--- src/rtl/hdr_rxdec_if.sv ---
// Signal bundle between the bit slicer / link controller and the header decoder.
// The master drives seeds and the sample stream; the slave returns the decoded header.
interface hdr_rxdec_if;
    logic       hdr_st_p;
    logic       rx_abort;
    logic       bit_valid_p;
    logic       rxbit;
    logic [7:0] hec_ini;
    logic [6:0] whiten_ini;
    logic       whiten_en;

    logic       hdr_busy;
    logic       hdr_done_p;
    logic [2:0] hdr_lt_addr;
    logic [3:0] hdr_type;
    logic       hdr_flow;
    logic       hdr_arqn;
    logic       hdr_seqn;
    logic       hdr_hecgood;
    logic [4:0] fec13_errcnt;

    modport master (
        output hdr_st_p, rx_abort, bit_valid_p, rxbit, hec_ini, whiten_ini, whiten_en,
        input  hdr_busy, hdr_done_p, hdr_lt_addr, hdr_type, hdr_flow, hdr_arqn,
               hdr_seqn, hdr_hecgood, fec13_errcnt
    );

    modport slave (
        input  hdr_st_p, rx_abort, bit_valid_p, rxbit, hec_ini, whiten_ini, whiten_en,
        output hdr_busy, hdr_done_p, hdr_lt_addr, hdr_type, hdr_flow, hdr_arqn,
               hdr_seqn, hdr_hecgood, fec13_errcnt
    );
endinterface

--- src/rtl/hdr_rxdec.sv ---
// Packet-header receive decoder: FEC-1/3 majority vote, de-whitening, HEC check
// and field latching for the link controller.
module hdr_rxdec #(
    parameter int NSAMP = 54
) (
    input  logic         clk_6M,
    input  logic         rst,
    hdr_rxdec_if.slave   bus
);
    localparam int         NBITS    = NSAMP / 3;
    localparam logic [4:0] LAST_IDX = 5'(NBITS - 1);
    localparam logic [7:0] HEC_POLY = 8'hA7;

    typedef enum logic [1:0] {S_IDLE, S_RX, S_DONE} state_t;

    state_t     state_q, state_d;
    logic [1:0] rep_q, rep_d;
    logic [4:0] idx_q, idx_d;
    logic       s0_q, s0_d;
    logic       s1_q, s1_d;
    logic [7:0] hec_q, hec_d;
    logic [6:0] wl_q, wl_d;
    logic [9:0] fld_q, fld_d;
    logic [4:0] err_q, err_d;
    logic       latch_d;

    logic [2:0] lt_q;
    logic [3:0] type_q;
    logic       flow_q, arqn_q, seqn_q, hecgood_q;
    logic [4:0] errcnt_q;

    logic       maj, disagree, dbit, hec_fb;
    logic [7:0] hec_step;
    logic [6:0] wl_step;

    // Triple decode is evaluated against the live sample so the third sample
    // never needs its own storage slot.
    assign maj      = (s0_q & s1_q) | (s0_q & bus.rxbit) | (s1_q & bus.rxbit);
    assign disagree = !((s0_q == s1_q) && (s1_q == bus.rxbit));
    assign dbit     = maj ^ (bus.whiten_en & wl_q[6]);
    assign hec_fb   = hec_q[7] ^ dbit;

    assign hec_step[0] = hec_fb;
    genvar gi;
    generate
        for (gi = 1; gi < 8; gi++) begin : g_hec
            assign hec_step[gi] = hec_q[gi-1] ^ (HEC_POLY[gi] & hec_fb);
        end
    endgenerate

    assign wl_step = {wl_q[5], wl_q[4], wl_q[3] ^ wl_q[6], wl_q[2], wl_q[1], wl_q[0], wl_q[6]};

    always_comb begin
        state_d = state_q;
        rep_d   = rep_q;
        idx_d   = idx_q;
        s0_d    = s0_q;
        s1_d    = s1_q;
        hec_d   = hec_q;
        wl_d    = wl_q;
        fld_d   = fld_q;
        err_d   = err_q;
        latch_d = 1'b0;

        if (bus.hdr_st_p) begin
            state_d = S_RX;
            hec_d   = bus.hec_ini;
            wl_d    = bus.whiten_ini;
            rep_d   = 2'd0;
            idx_d   = 5'd0;
            err_d   = 5'd0;
            fld_d   = 10'd0;
        end else begin
            case (state_q)
                S_RX: begin
                    if (bus.rx_abort) begin
                        state_d = S_IDLE;
                    end else if (bus.bit_valid_p) begin
                        if (rep_q == 2'd0) begin
                            s0_d  = bus.rxbit;
                            rep_d = 2'd1;
                        end else if (rep_q == 2'd1) begin
                            s1_d  = bus.rxbit;
                            rep_d = 2'd2;
                        end else begin
                            rep_d = 2'd0;
                            idx_d = idx_q + 5'd1;
                            hec_d = hec_step;
                            wl_d  = wl_step;
                            if (disagree && (err_q != 5'd31)) begin
                                err_d = err_q + 5'd1;
                            end
                            // Only the ten field bits are kept; HEC bits just feed the LFSR.
                            if (idx_q < 5'd10) begin
                                fld_d = {dbit, fld_q[9:1]};
                            end
                            if (idx_q == LAST_IDX) begin
                                state_d = S_DONE;
                                latch_d = 1'b1;
                            end
                        end
                    end
                end
                S_DONE:  state_d = S_IDLE;
                default: state_d = S_IDLE;
            endcase
        end
    end

    always_ff @(posedge clk_6M) begin
        if (rst) begin
            state_q   <= S_IDLE;
            rep_q     <= 2'd0;
            idx_q     <= 5'd0;
            s0_q      <= 1'b0;
            s1_q      <= 1'b0;
            hec_q     <= 8'd0;
            wl_q      <= 7'd0;
            fld_q     <= 10'd0;
            err_q     <= 5'd0;
            lt_q      <= 3'd0;
            type_q    <= 4'd0;
            flow_q    <= 1'b0;
            arqn_q    <= 1'b0;
            seqn_q    <= 1'b0;
            hecgood_q <= 1'b0;
            errcnt_q  <= 5'd0;
        end else begin
            state_q <= state_d;
            rep_q   <= rep_d;
            idx_q   <= idx_d;
            s0_q    <= s0_d;
            s1_q    <= s1_d;
            hec_q   <= hec_d;
            wl_q    <= wl_d;
            fld_q   <= fld_d;
            err_q   <= err_d;
            // Results are taken from next-state values so they are visible in the DONE cycle.
            if (latch_d) begin
                lt_q      <= fld_d[2:0];
                type_q    <= fld_d[6:3];
                flow_q    <= fld_d[7];
                arqn_q    <= fld_d[8];
                seqn_q    <= fld_d[9];
                hecgood_q <= (hec_d == 8'h00);
                errcnt_q  <= err_d;
            end
        end
    end

    assign bus.hdr_busy     = (state_q == S_RX);
    assign bus.hdr_done_p   = (state_q == S_DONE);
    assign bus.hdr_lt_addr  = lt_q;
    assign bus.hdr_type     = type_q;
    assign bus.hdr_flow     = flow_q;
    assign bus.hdr_arqn     = arqn_q;
    assign bus.hdr_seqn     = seqn_q;
    assign bus.hdr_hecgood  = hecgood_q;
    assign bus.fec13_errcnt = errcnt_q;
endmodule
--- src/flat_wrapper.sv ---
// flat-port wrapper written by rule: the top's interface ports become plain ports
module hdr_rxdec_flat 
#(
    parameter int NSAMP = 54
)
  (clk_6M, rst, bus_hdr_st_p, bus_rx_abort, bus_bit_valid_p, bus_rxbit, bus_hec_ini, bus_whiten_ini, bus_whiten_en, bus_hdr_busy, bus_hdr_done_p, bus_hdr_lt_addr, bus_hdr_type, bus_hdr_flow, bus_hdr_arqn, bus_hdr_seqn, bus_hdr_hecgood, bus_fec13_errcnt);
  hdr_rxdec_if bus_i ();
  input  logic clk_6M;
  input  logic rst;
  input wire logic [$bits(bus_i.hdr_st_p)-1:0] bus_hdr_st_p;
  input wire logic [$bits(bus_i.rx_abort)-1:0] bus_rx_abort;
  input wire logic [$bits(bus_i.bit_valid_p)-1:0] bus_bit_valid_p;
  input wire logic [$bits(bus_i.rxbit)-1:0] bus_rxbit;
  input wire logic [$bits(bus_i.hec_ini)-1:0] bus_hec_ini;
  input wire logic [$bits(bus_i.whiten_ini)-1:0] bus_whiten_ini;
  input wire logic [$bits(bus_i.whiten_en)-1:0] bus_whiten_en;
  output wire logic [$bits(bus_i.hdr_busy)-1:0] bus_hdr_busy;
  output wire logic [$bits(bus_i.hdr_done_p)-1:0] bus_hdr_done_p;
  output wire logic [$bits(bus_i.hdr_lt_addr)-1:0] bus_hdr_lt_addr;
  output wire logic [$bits(bus_i.hdr_type)-1:0] bus_hdr_type;
  output wire logic [$bits(bus_i.hdr_flow)-1:0] bus_hdr_flow;
  output wire logic [$bits(bus_i.hdr_arqn)-1:0] bus_hdr_arqn;
  output wire logic [$bits(bus_i.hdr_seqn)-1:0] bus_hdr_seqn;
  output wire logic [$bits(bus_i.hdr_hecgood)-1:0] bus_hdr_hecgood;
  output wire logic [$bits(bus_i.fec13_errcnt)-1:0] bus_fec13_errcnt;
  assign bus_i.hdr_st_p = bus_hdr_st_p;
  assign bus_i.rx_abort = bus_rx_abort;
  assign bus_i.bit_valid_p = bus_bit_valid_p;
  assign bus_i.rxbit = bus_rxbit;
  assign bus_i.hec_ini = bus_hec_ini;
  assign bus_i.whiten_ini = bus_whiten_ini;
  assign bus_i.whiten_en = bus_whiten_en;
  assign bus_hdr_busy = bus_i.hdr_busy;
  assign bus_hdr_done_p = bus_i.hdr_done_p;
  assign bus_hdr_lt_addr = bus_i.hdr_lt_addr;
  assign bus_hdr_type = bus_i.hdr_type;
  assign bus_hdr_flow = bus_i.hdr_flow;
  assign bus_hdr_arqn = bus_i.hdr_arqn;
  assign bus_hdr_seqn = bus_i.hdr_seqn;
  assign bus_hdr_hecgood = bus_i.hdr_hecgood;
  assign bus_fec13_errcnt = bus_i.fec13_errcnt;
  hdr_rxdec #(.NSAMP(NSAMP)) u_core (.clk_6M(clk_6M), .rst(rst), .bus(bus_i));
endmodule
--- config.mk ---
export PLATFORM = sky130hd
export DESIGN_NAME = hdr_rxdec_flat
export DESIGN_NICKNAME = d
export VERILOG_FILES = /design/src/rtl/hdr_rxdec_if.sv /design/src/rtl/hdr_rxdec.sv /design/src/flat_wrapper.sv
export SDC_FILE = /design/constraint.sdc
export NUM_CORES = 1
export LEC_CHECK = 0
export BUFFER_PORTS_ARGS = -buffer_cell sky130_fd_sc_hd__clkbuf_2
export CAP_MARGIN = 5
export CORE_MARGIN = 2
export CORE_UTILIZATION = 60
export CTS_CLUSTER_DIAMETER = 100
export DETAILED_ROUTE_END_ITERATION = 16
export PLACE_DENSITY = 0.84
export SLEW_MARGIN = 20
export SYNTH_ARGS = -nofsm -noshare
export SYNTH_HDL_FRONTEND = slang
export SYNTH_SLANG_ARGS = --single-unit
--- constraint.sdc ---
create_clock -name clk_6M -period 6 [get_ports clk_6M]
set_clock_uncertainty 0.15 [all_clocks]
set_input_delay 0.3 -clock clk_6M [delete_from_list [all_inputs] [get_ports clk_6M]]
set_output_delay 0.3 -clock clk_6M [all_outputs]
set_load 0.05 [all_outputs]
==> results.json, run 1 <==
{
  "status": "finished, final reports clean",
  "cts.sinks": 57,
  "grt-ovfl-total": 0,
  "row_count": 23,
  "io-pin-count": 40,
  "clk_pin_slew_worst_paths_ps": 70,
  "ir_drop_uv": 155,
  "drive_gt1_frac": 0.195,
  "grt.met1_usage": 0.331,
  "setup_viol": 0,
  "vias": 2188,
  "cts_root_buf": "clkbuf_8",
  "die_h_microns": 69.2,
  "async_flop_share": 0,
  "max_freq_mhz": 381,
  "die_x_microns": 69.2,
  "crit_chain": "clkbuf_2 -> clkinv_1 -> nand3_1 -> nor3_1 -> a21oi_1 -> nor2_1",
  "min_to": "u_core.wl_q[4]",
  "start_util": 0.629,
  "grt_pass1_vias": 1966,
  "path_buf_inv": 2,
  "wl_mm": 5.31,
  "rsz0062_at_grt": "false",
  "ff2ff_path_depth": 5,
  "holdPathStages": 3,
  "maxSlewHeadroom": 0.339,
  "power_density_mw_per_mm2": 269,
  "final.period_utilization": 0.437,
  "finalHoldViolCount": 0,
  "drt-initial-drc-count": 170,
  "area_delta_synth_final_pct": 15.6,
  "numPortBuffers": 39,
  "grt_usage": 0.239,
  "multi_input_area_sq_mm": 0.00133,
  "cts_buffer_depth": 2,
  "critPathLaunchType": "input port",
  "regArea_sq_mm": 0.00114,
  "hp-class": "in -> reg",
  "drc": 0,
  "wire_per_inst_microns": 13.9,
  "post_cts_resized": 0,
  "finalCriticalPeriod_ps": 2620,
  "hold_buffers": 0,
  "cts_tree": "built",
  "crit_type": "in -> reg",
  "busiest_layer": "met2",
  "cts_buffers": 9,
  "ys.flop_type": "dfxtp_1",
  "worstSkewPairLatency_ps": 340,
  "synth_most_common_cell": "dfxtp_1",
  "core_sq_mm": 0.00406,
  "crit_path_end_kind": "flip-flop",
  "required_ps": 6070,
  "drtAntennaViolNets": 0,
  "slew_violations": 0,
  "synth_seq_cells": 57,
  "grt_max_degree": 56,
  "first_pass_iters": 5,
  "grt_pass1_wl_mm": 9.09,
  "dieArea_sq_mm": 0.00479,
  "htreeDepth": 3,
  "cp_slowest_cell": "nand3_1",
  "synth_cells": 294,
  "place.gp.congestion": 0.782,
  "r2r-end": "u_core.bus.hdr_type[3]",
  "crit_family": "buffers and inverters",
  "synth.net_count": 322,
  "crit_fanout": 55,
  "worst_slew_pin_slew_ps": 992,
  "drv_cap": 0,
  "hold_start": "bus_whiten_ini[4]",
  "final_core_utilization": 0.727,
  "n_antenna_cell": 0,
  "crit_arrival_ps": 2690,
  "synth.top_cell.area_share": 0.447,
  "rrSetupSlack_ps": 3380,
  "reg2reg_from": "u_core.rep_q[1]",
  "grt_use_met3": 0.0422,
  "use_met2": 0.344,
  "slowest_delay_ps": 740,
  "antenna_found_initial": 0,
  "finish.net_count": 356,
  "avgViaCountPerCell": 5.71,
  "yosysTopAreaCell": "dfxtp_1",
  "fill_cells": 336,
  "synth_cell_type_count": 43,
  "yosysSeqAreaShare": 0.447,
  "p_leak_nw": 1.11,
  "synth_area_per_cell_sq_um": 8.69,
  "synth_area_leaders": "dfxtp_1 (45%), a21oi_1 (6.5%), mux2i_1 (5.9%)",
  "ys.warnings.count": 0,
  "setup_tns_ps": 0,
  "cts_setup_buffers": 0,
  "syn_area_sq_mm": 0.00255,
  "synth_edf_count": 0,
  "synth_common_cells": "dfxtp_1 (57), nand2_1 (36), nor2_1 (35), a21oi_1 (33), nor3_1 (19)",
  "post-dp-hpwl_mm": 3.48
}
[cell type report]
type	instances	share of cell area
clock buffer	11	0.0479
timing repair buffer	41	0.0712
multi-input combinational	217	0.452
sequential	57	0.387
tap	50	0.0212
inverter	2	0.00254
clock inverter	5	0.0187
[registers in the layout, indices dropped and copies added (netlist names)]
signal / cells
u_core.bus.fec13_errcnt: 5
u_core.bus.hdr_arqn: 1
u_core.bus.hdr_flow: 1
u_core.bus.hdr_hecgood: 1
u_core.bus.hdr_lt_addr: 3
u_core.bus.hdr_seqn: 1
u_core.bus.hdr_type: 4
u_core.err_q: 5
u_core.fld_q: 10
u_core.hec_q: 8
u_core.idx_q: 5
u_core.rep_q: 2
u_core.s0_q: 1
u_core.s1_q: 1
u_core.state_q: 2
u_core.wl_q: 7
[worst max path at each step]
stage,to,startpoint,slack [ps],cells past startpoint
floorplan,u_core.bus.fec13_errcnt[2],u_core.err_q[0],3810,8
global placement,u_core.bus.fec13_errcnt[1],bus_hdr_st_p,3160,6
detailed placement,u_core.bus.fec13_errcnt[4],bus_hdr_st_p,3110,6
CTS,u_core.bus.hdr_hecgood,u_core.state_q[1],3350,6
global route,u_core.bus.fec13_errcnt[4],bus_hdr_st_p,3100,6
finish,u_core.bus.fec13_errcnt[4],bus_hdr_st_p,3380,6
[where the power goes]
| group | internal, mW | switching (mW) | total, mW |
|---|---|---|---|
| sequential | 0.385 | 0.00427 | 0.389 |
| combinational | 0.0206 | 0.0295 | 0.0501 |
| clock | 0.201 | 0.154 | 0.355 |
| total | 0.607 | 0.188 | 0.795 |
[worst register-to-register path, stage by stage, from the launching register on]
cell and delay [ps]:
dfxtp_1 440, nand2_1 230, nor4_2 360, nand3_1 660, or3_1 600, a21oi_1 130
[routing by layer]
metal,up-vias,share of wire
met5,-,0
met4,0,0.032
met3,18,0.056
met2,77,0.45
met1,992,0.46
li1,1101,-
[logic make-up after synthesis]
logic type / share of synthesized area
simple gates: 0.252
xor+xnor: 0.0593
fa+ha+maj: 0.0294
compound gates: 0.122
flops: 0.447
buf+inv: 0.0318
mux: 0.0588
[per-stage QoR]
stage | cell area [sq um] | setup slack (ps) | hold WS [ps] | std cells | total power, mW
after floorplan | 2550 | 3810 | 293 | 294 | 0.432
after global placement | 2750 | 3160 | 294 | 367 | 0.446
after detailed placement | 2750 | 3110 | 297 | 367 | 0.447
after CTS | 2950 | 3350 | 31.9 | 383 | 0.800
after global routing | 2950 | 3100 | 46.9 | 383 | 0.821
final | 2950 | 3380 | 41.1 | 383 | 0.795
[cells in the final DEF (no fill, tap or decap), drive strengths merged, types with 2 or more instances in the layout]
cell       n
and2       2
nor2b      5
o21a       2
o21ai      4
buf        2
a21oi     33
clkbuf    50
nor2      35
nor3b      2
o211ai     2
o21ba      2
nand2     37
a211oi     5
nor4       4
clkinv     3
ha         6
dfxtp     57
xnor2      7
mux2i     15
clkinvlp   2
nand4      4
or3       12
xor2       5
nand3      4
nor3      19
Note: power is estimated with default switching activity, not from simulation.
==> run 2: changes to the inputs <==
--- a/config.mk
+++ b/config.mk
@@ -5,13 +5,14 @@
 export SDC_FILE = /design/constraint.sdc
 export NUM_CORES = 1
 export LEC_CHECK = 0
+export ABC_AREA = 1
 export BUFFER_PORTS_ARGS = -buffer_cell sky130_fd_sc_hd__clkbuf_2
 export CAP_MARGIN = 5
 export CORE_MARGIN = 2
-export CORE_UTILIZATION = 60
+export CORE_UTILIZATION = 50
 export CTS_CLUSTER_DIAMETER = 100
 export DETAILED_ROUTE_END_ITERATION = 16
-export PLACE_DENSITY = 0.84
+export PLACE_DENSITY = 0.75
 export SLEW_MARGIN = 20
 export SYNTH_ARGS = -nofsm -noshare
 export SYNTH_HDL_FRONTEND = slang
==> constraint.sdc (replaced) <==
create_clock -name clk_6M -period 2.35 [get_ports clk_6M]
set_clock_uncertainty 0.15 [all_clocks]
set_input_delay 0.1175 -clock clk_6M [delete_from_list [all_inputs] [get_ports clk_6M]]
set_output_delay 0.1175 -clock clk_6M [all_outputs]
set_load 0.05 [all_outputs]
==> results.json, run 2 <==
{
  "status": "finished, final reports clean",
  "synth_area_per_cell_sq_um": 7.36,
  "drtAntennaViolNets": 0,
  "ir_drop_uv": 514,
  "synth_edf_count": 0,
  "cp_slowest_cell": "dlygate4sd3_1",
  "cts_buffer_depth": 2,
  "place.gp.congestion": 0.866,
  "die_h_microns": 75.3,
  "grt_pass1_vias": 2220,
  "core_sq_mm": 0.00482,
  "yosysTopAreaCell": "dfxtp_1",
  "power_density_mw_per_mm2": 647,
  "io-pin-count": 40,
  "setup_viol": 0,
  "crit_path_frequent_cell": "nand2_1",
  "finalHoldViolCount": 0,
  "ys.flop_type": "dfxtp_1",
  "area_delta_synth_final_pct": 24.8,
  "final_cell_area_sq_mm": 0.00317,
  "clk_pin_slew_worst_paths_ps": 70,
  "grt_pass1_wl_mm": 9.74,
  "synth.top_cell.area_share": 0.449,
  "async_flop_share": 0,
  "synth_common_cells": "nand2_1 (63), dfxtp_1 (57), nor2_1 (51), o21ai_0 (33), a21oi_1 (32)",
  "grt-ovfl-total": 0,
  "maxSlewHeadroom": 0.667,
  "p_leak_nw": 1.34,
  "synth_cells": 345,
  "final.period_utilization": 0.914,
  "cts.sinks": 57,
  "setup_tns_ps": 0,
  "drc": 0,
  "start_util": 0.527,
  "crit_arrival_ps": 2260,
  "final_common_cell": "nand2_1",
  "grt_usage": 0.232,
  "antenna_found_initial": 0,
  "worst_slew_pin_slew_ps": 498,
  "wl_mm": 5.82,
  "yosysSeqAreaShare": 0.449,
  "required_ps": 2460,
  "crit_chain": "dlygate4sd3_1 -> clkbuf_2 -> ha_1 -> nor2_2 -> nand3_1 -> nand3_2 -> nand2_1 -> nand2_1 -> nand3_1 -> nand2_1 -> nand2_1 -> nor2_1 -> nand3_1 -> a21oi_1",
  "n_antenna_cell": 0,
  "syn_area_sq_mm": 0.00254,
  "htreeDepth": 3,
  "regArea_sq_mm": 0.00114,
  "crit_fanout": 5,
  "crit_path_end_kind": "flip-flop",
  "hold_slack_ps": 16.7,
  "finish.net_count": 432,
  "rsz0062_at_grt": "false",
  "multi_input_area_sq_mm": 0.00122,
  "die_x_microns": 75.3,
  "fin_ws_ps": 201,
  "layout_common_cells": "nand2_1 (63), dfxtp_1 (57), nor2_1 (50)",
  "slew_violations": 0,
  "vias": 2429,
  "grt_max_degree": 31,
  "cts_tree": "built",
  "crit_type": "in -> reg",
  "total_power_mw": 2.05,
  "max_freq_mhz": 465,
  "slowest_delay_ps": 550,
  "critPathLaunchType": "input port",
  "worstSkewPairLatency_ps": 340,
  "drive_gt1_frac": 0.178,
  "postPlaceCellArea_sq_mm": 0.00280,
  "synth.net_count": 373,
  "largest_register_ffs": 10,
  "synth_area_leaders": "dfxtp_1 (45%), nand2_1 (9.3%), nor2_1 (7.5%)",
  "placedCellCount": 443,
  "wire_per_inst_microns": 12.2,
  "cts_buffers": 9,
  "stdcell_count": 476,
  "drt-initial-drc-count": 130,
  "numPortBuffers": 39,
  "synth_seq_cells": 57,
  "drv_cap": 0,
  "hp-class": "in -> reg",
  "synth_most_common_cell": "nand2_1",
  "final_core_utilization": 0.658,
  "dieArea_sq_mm": 0.00566,
  "finalCriticalPeriod_ps": 2150,
  "top_register": "u_core.fld_q",
  "avgViaCountPerCell": 5.10,
  "reg_top3": "u_core.fld_q (10), u_core.hec_q (8), u_core.wl_q (7)",
  "fill_cells": 432,
  "row_count": 25,
  "ys.warnings.count": 0,
  "first_pass_iters": 4,
  "synth_cell_type_count": 30,
  "post-dp-hpwl_mm": 3.98,
  "dp_slack_ps": 353,
  "cts_root_buf": "clkbuf_8"
}
[run 2: changes by cell type after synthesis, moves of 5 or more]
cell / previous run / this run
or3_1: 12 / 0
clkbuf_1: 15 / 8
xnor2_1: 7 / 0
nand3_1: 4 / 19
a31oi_1: 1 / 10
nor3_1: 19 / 4
mux2i_1: 15 / 0
o21ai_0: 4 / 33
nor2_1: 35 / 51
inv_1: 1 / 28
nor2b_1: 5 / 0
nand2_1: 36 / 63
[run 2: area by class of cell]
class	instances	share of cell area
Multi-Input combinational cell	244	0.385
Sequential cell	57	0.360
Timing Repair Buffer	63	0.132
Clock buffer	11	0.0446
Inverter	29	0.0344
Tap cell	67	0.0265
Clock inverter	5	0.0174
[run 2: kinds of logic after synthesis]
kind of cell | share of synthesized area
flip-flops | 0.449
XOR/XNOR | 0.00690
buffers and inverters | 0.0710
AO/OA/AOI/OAI | 0.180
AND/OR/NAND/NOR | 0.263
adder cells (fa/ha/maj) | 0.0296
[run 2: final timing paths]
path,startpoint,to,slack [ps],depth (start not counted)
max,bus_rxbit,u_core.bus.hdr_hecgood,200,14
min,bus_hdr_st_p,u_core.hec_q[7],20,3
max reg2reg,u_core.err_q[0],u_core.bus.fec13_errcnt[3],340,12
min reg2reg,u_core.wl_q[1],u_core.wl_q[1],320,2
[run 2: what timing repair did]
action | in CTS | in global routing
hold endpoints to repair | 17 | 0
resized for setup | 0 | 1
buffers inserted | 0 | 0
endpoints found under the setup margin | 0 | 1
hold buffers | 17 | 0
[run 2: power by group]
part / total, mW / leakage (nW) / switching [mW] / internal [mW]
clock: 0.909 / 0.0953 / 0.395 / 0.514
combinational: 0.147 / 0.784 / 0.0824 / 0.0641
sequential: 0.994 / 0.462 / 0.0114 / 0.982
total: 2.05 / 1.34 / 0.489 / 1.56
[run 2: per-layer routing]
metal | vias up | part of all wire | GRT usage
li1 | 1271 | - | -
met1 | 1088 | 0.46 | 0.270
met2 | 65 | 0.49 | 0.393
met3 | 5 | 0.052 | 0.0763
met4 | 0 | 0.0060 | 0.0975
met5 | - | 0 | 0
[run 2: worst max-delay path: cells and delay by family]
kind / cells / cell delay [ps]
adder cells (fa/ha/maj): 1 / 210
AND/OR/NAND/NOR: 10 / 1120
buffers and inverters: 2 / 690
AO/OA/AOI/OAI: 1 / 130
==> run 3: changes to the inputs <==
--- a/config.mk
+++ b/config.mk
@@ -13,6 +13,7 @@
 export CTS_CLUSTER_DIAMETER = 100
 export DETAILED_ROUTE_END_ITERATION = 16
 export PLACE_DENSITY = 0.75
+export REMOVE_ABC_BUFFERS = 1
 export SLEW_MARGIN = 20
 export SYNTH_ARGS = -nofsm -noshare
 export SYNTH_HDL_FRONTEND = slang
==> results.json, run 3 (synthesized netlist as in run 2, its figures left out) <==
{
  "status": "finished, final reports clean",
  "row_count": 25,
  "ir_drop_uv": 536,
  "grt-ovfl-total": 0,
  "post-dp-hpwl_mm": 3.94,
  "grt_pass1_vias": 2214,
  "drt-initial-drc-count": 128,
  "total_power_mw": 2.03,
  "crit_arrival_ps": 2190,
  "largest_register_ffs": 10,
  "p_leak_nw": 1.32,
  "final.period_utilization": 0.878,
  "required_ps": 2470,
  "avgViaCountPerCell": 5.05,
  "finish.net_count": 427,
  "layout_common_cells": "nand2_1 (63), dfxtp_1 (57), nor2_1 (51)",
  "n_antenna_cell": 0,
  "place.gp.congestion": 0.886,
  "min_to": "u_core.hec_q[0]",
  "rsz0062_at_grt": "false",
  "finalHoldViolCount": 0,
  "numPortBuffers": 39,
  "htreeDepth": 3,
  "setup_tns_ps": 0,
  "reg_top3": "u_core.fld_q (10), u_core.hec_q (8), u_core.wl_q (7)",
  "drive_gt1_frac": 0.171,
  "cts.sinks": 57,
  "area_delta_synth_final_pct": 22.9,
  "ff2ff_path_depth": 12,
  "die_h_microns": 75.3,
  "reg2reg_from": "u_core.err_q[0]",
  "die_x_microns": 75.3,
  "clk_pin_slew_worst_paths_ps": 60,
  "final_cell_area_sq_mm": 0.00312,
  "vias": 2375,
  "antenna_found_initial": 0,
  "core_sq_mm": 0.00482,
  "hold_start": "bus_hec_ini[0]",
  "finalCriticalPeriod_ps": 2060,
  "postPlaceCellArea_sq_mm": 0.00278,
  "wire_per_inst_microns": 12.2,
  "crit_type": "in -> reg",
  "worstSkewPairLatency_ps": 340,
  "maxSlewHeadroom": 0.675,
  "grt_pass1_wl_mm": 9.65,
  "io-pin-count": 40,
  "drtAntennaViolNets": 0,
  "drv_cap": 0,
  "crit_fanout": 5,
  "start_util": 0.527,
  "first_pass_iters": 4,
  "power_density_mw_per_mm2": 651,
  "dieArea_sq_mm": 0.00566,
  "worst_slew_pin_slew_ps": 487,
  "cts_root_buf": "clkbuf_8",
  "r2r-end": "u_core.bus.fec13_errcnt[3]",
  "slew_violations": 0,
  "cts_tree": "built",
  "grt_usage": 0.228,
  "crit_path_end_kind": "flip-flop",
  "hold_buffers": 15,
  "hp-class": "in -> reg",
  "top_register": "u_core.fld_q",
  "cts_setup_buffers": 0,
  "rrSetupSlack_ps": 310,
  "cts_buffers": 9,
  "cts_buffer_depth": 2,
  "final_common_cell": "nand2_1",
  "holdPathStages": 5,
  "drc": 0,
  "grt_max_degree": 34,
  "critPathLaunchType": "input port",
  "wl_mm": 5.71,
  "max_freq_mhz": 485,
  "post_cts_resized": 0,
  "setup_viol": 0
}
==> run 3: stage by stage <==
| step | worst slack [ps] | utilization | hold slack (ps) | std cells |
|---|---|---|---|---|
| 2_1_floorplan | -87.0 | - | 36.6 | 330 |
| 3_3_place_gp | 359 | 0.576 | 231 | 440 |
| 3_5_place_dp | 320 | 0.576 | 238 | 440 |
| 4_1_cts | 308 | 0.648 | 2.02 | 470 |
| 5_1_grt | 17.9 | 0.648 | 46.4 | 470 |
| 6_report | 287 | 0.648 | 21.7 | 470 |
==> run 3: layer usage <==
layer | global-route usage | vias to the layer above | wire length (microns)
met5 | 0 | - | 0
met4 | 0.0858 | 0 | 63
met3 | 0.0696 | 9 | 306
met2 | 0.383 | 50 | 2660
met1 | 0.276 | 1063 | 2680
li1 | - | 1253 | -
==> run 3: how the worst max path moves through the flow <==
| stage | from | endpoint |
|---|---|---|
| 5_1_grt | bus_rxbit | u_core.bus.hdr_hecgood |
| 3_3_place_gp | u_core.err_q[0] | u_core.bus.fec13_errcnt[3] |
| 4_1_cts | u_core.err_q[0] | u_core.bus.fec13_errcnt[3] |
| 2_1_floorplan | u_core.idx_q[1] | u_core.bus.hdr_hecgood |
| 3_5_place_dp | u_core.err_q[0] | u_core.bus.fec13_errcnt[3] |
| 6_report | bus_rxbit | u_core.bus.hdr_hecgood |
==> run 3: final cells by class <==
type                            instances  area [sq um]
Fill cell                             452          1700
Multi-Input combinational cell        244          1220
Sequential cell                        57          1140
Timing Repair Buffer                   58           375
Clock buffer                           10           138
Inverter                               29           109
Tap cell                               67          83.8
Clock inverter                          5          56.3
==> run 3: power by group <==
part / total, mW / leakage [nW] / internal, mW / switching, mW
Combinational: 0.141 / 0.761 / 0.0597 / 0.0813
Clock: 0.897 / 0.0981 / 0.509 / 0.388
Sequential: 0.994 / 0.462 / 0.983 / 0.0115
Total: 2.03 / 1.32 / 1.55 / 0.481
==> run 3: critical path, stage by stage <==
cell,delay (ps)
dlygate4sd3_1,530
clkbuf_2,130
ha_1,190
nor2_1,180
nand3_1,190
nand3_2,150
nand2_1,110
nand2_1,100
nand2_1,50
nor2_1,90
nand2_1,50
nor2_1,90
nand3_1,80
a21oi_1,120
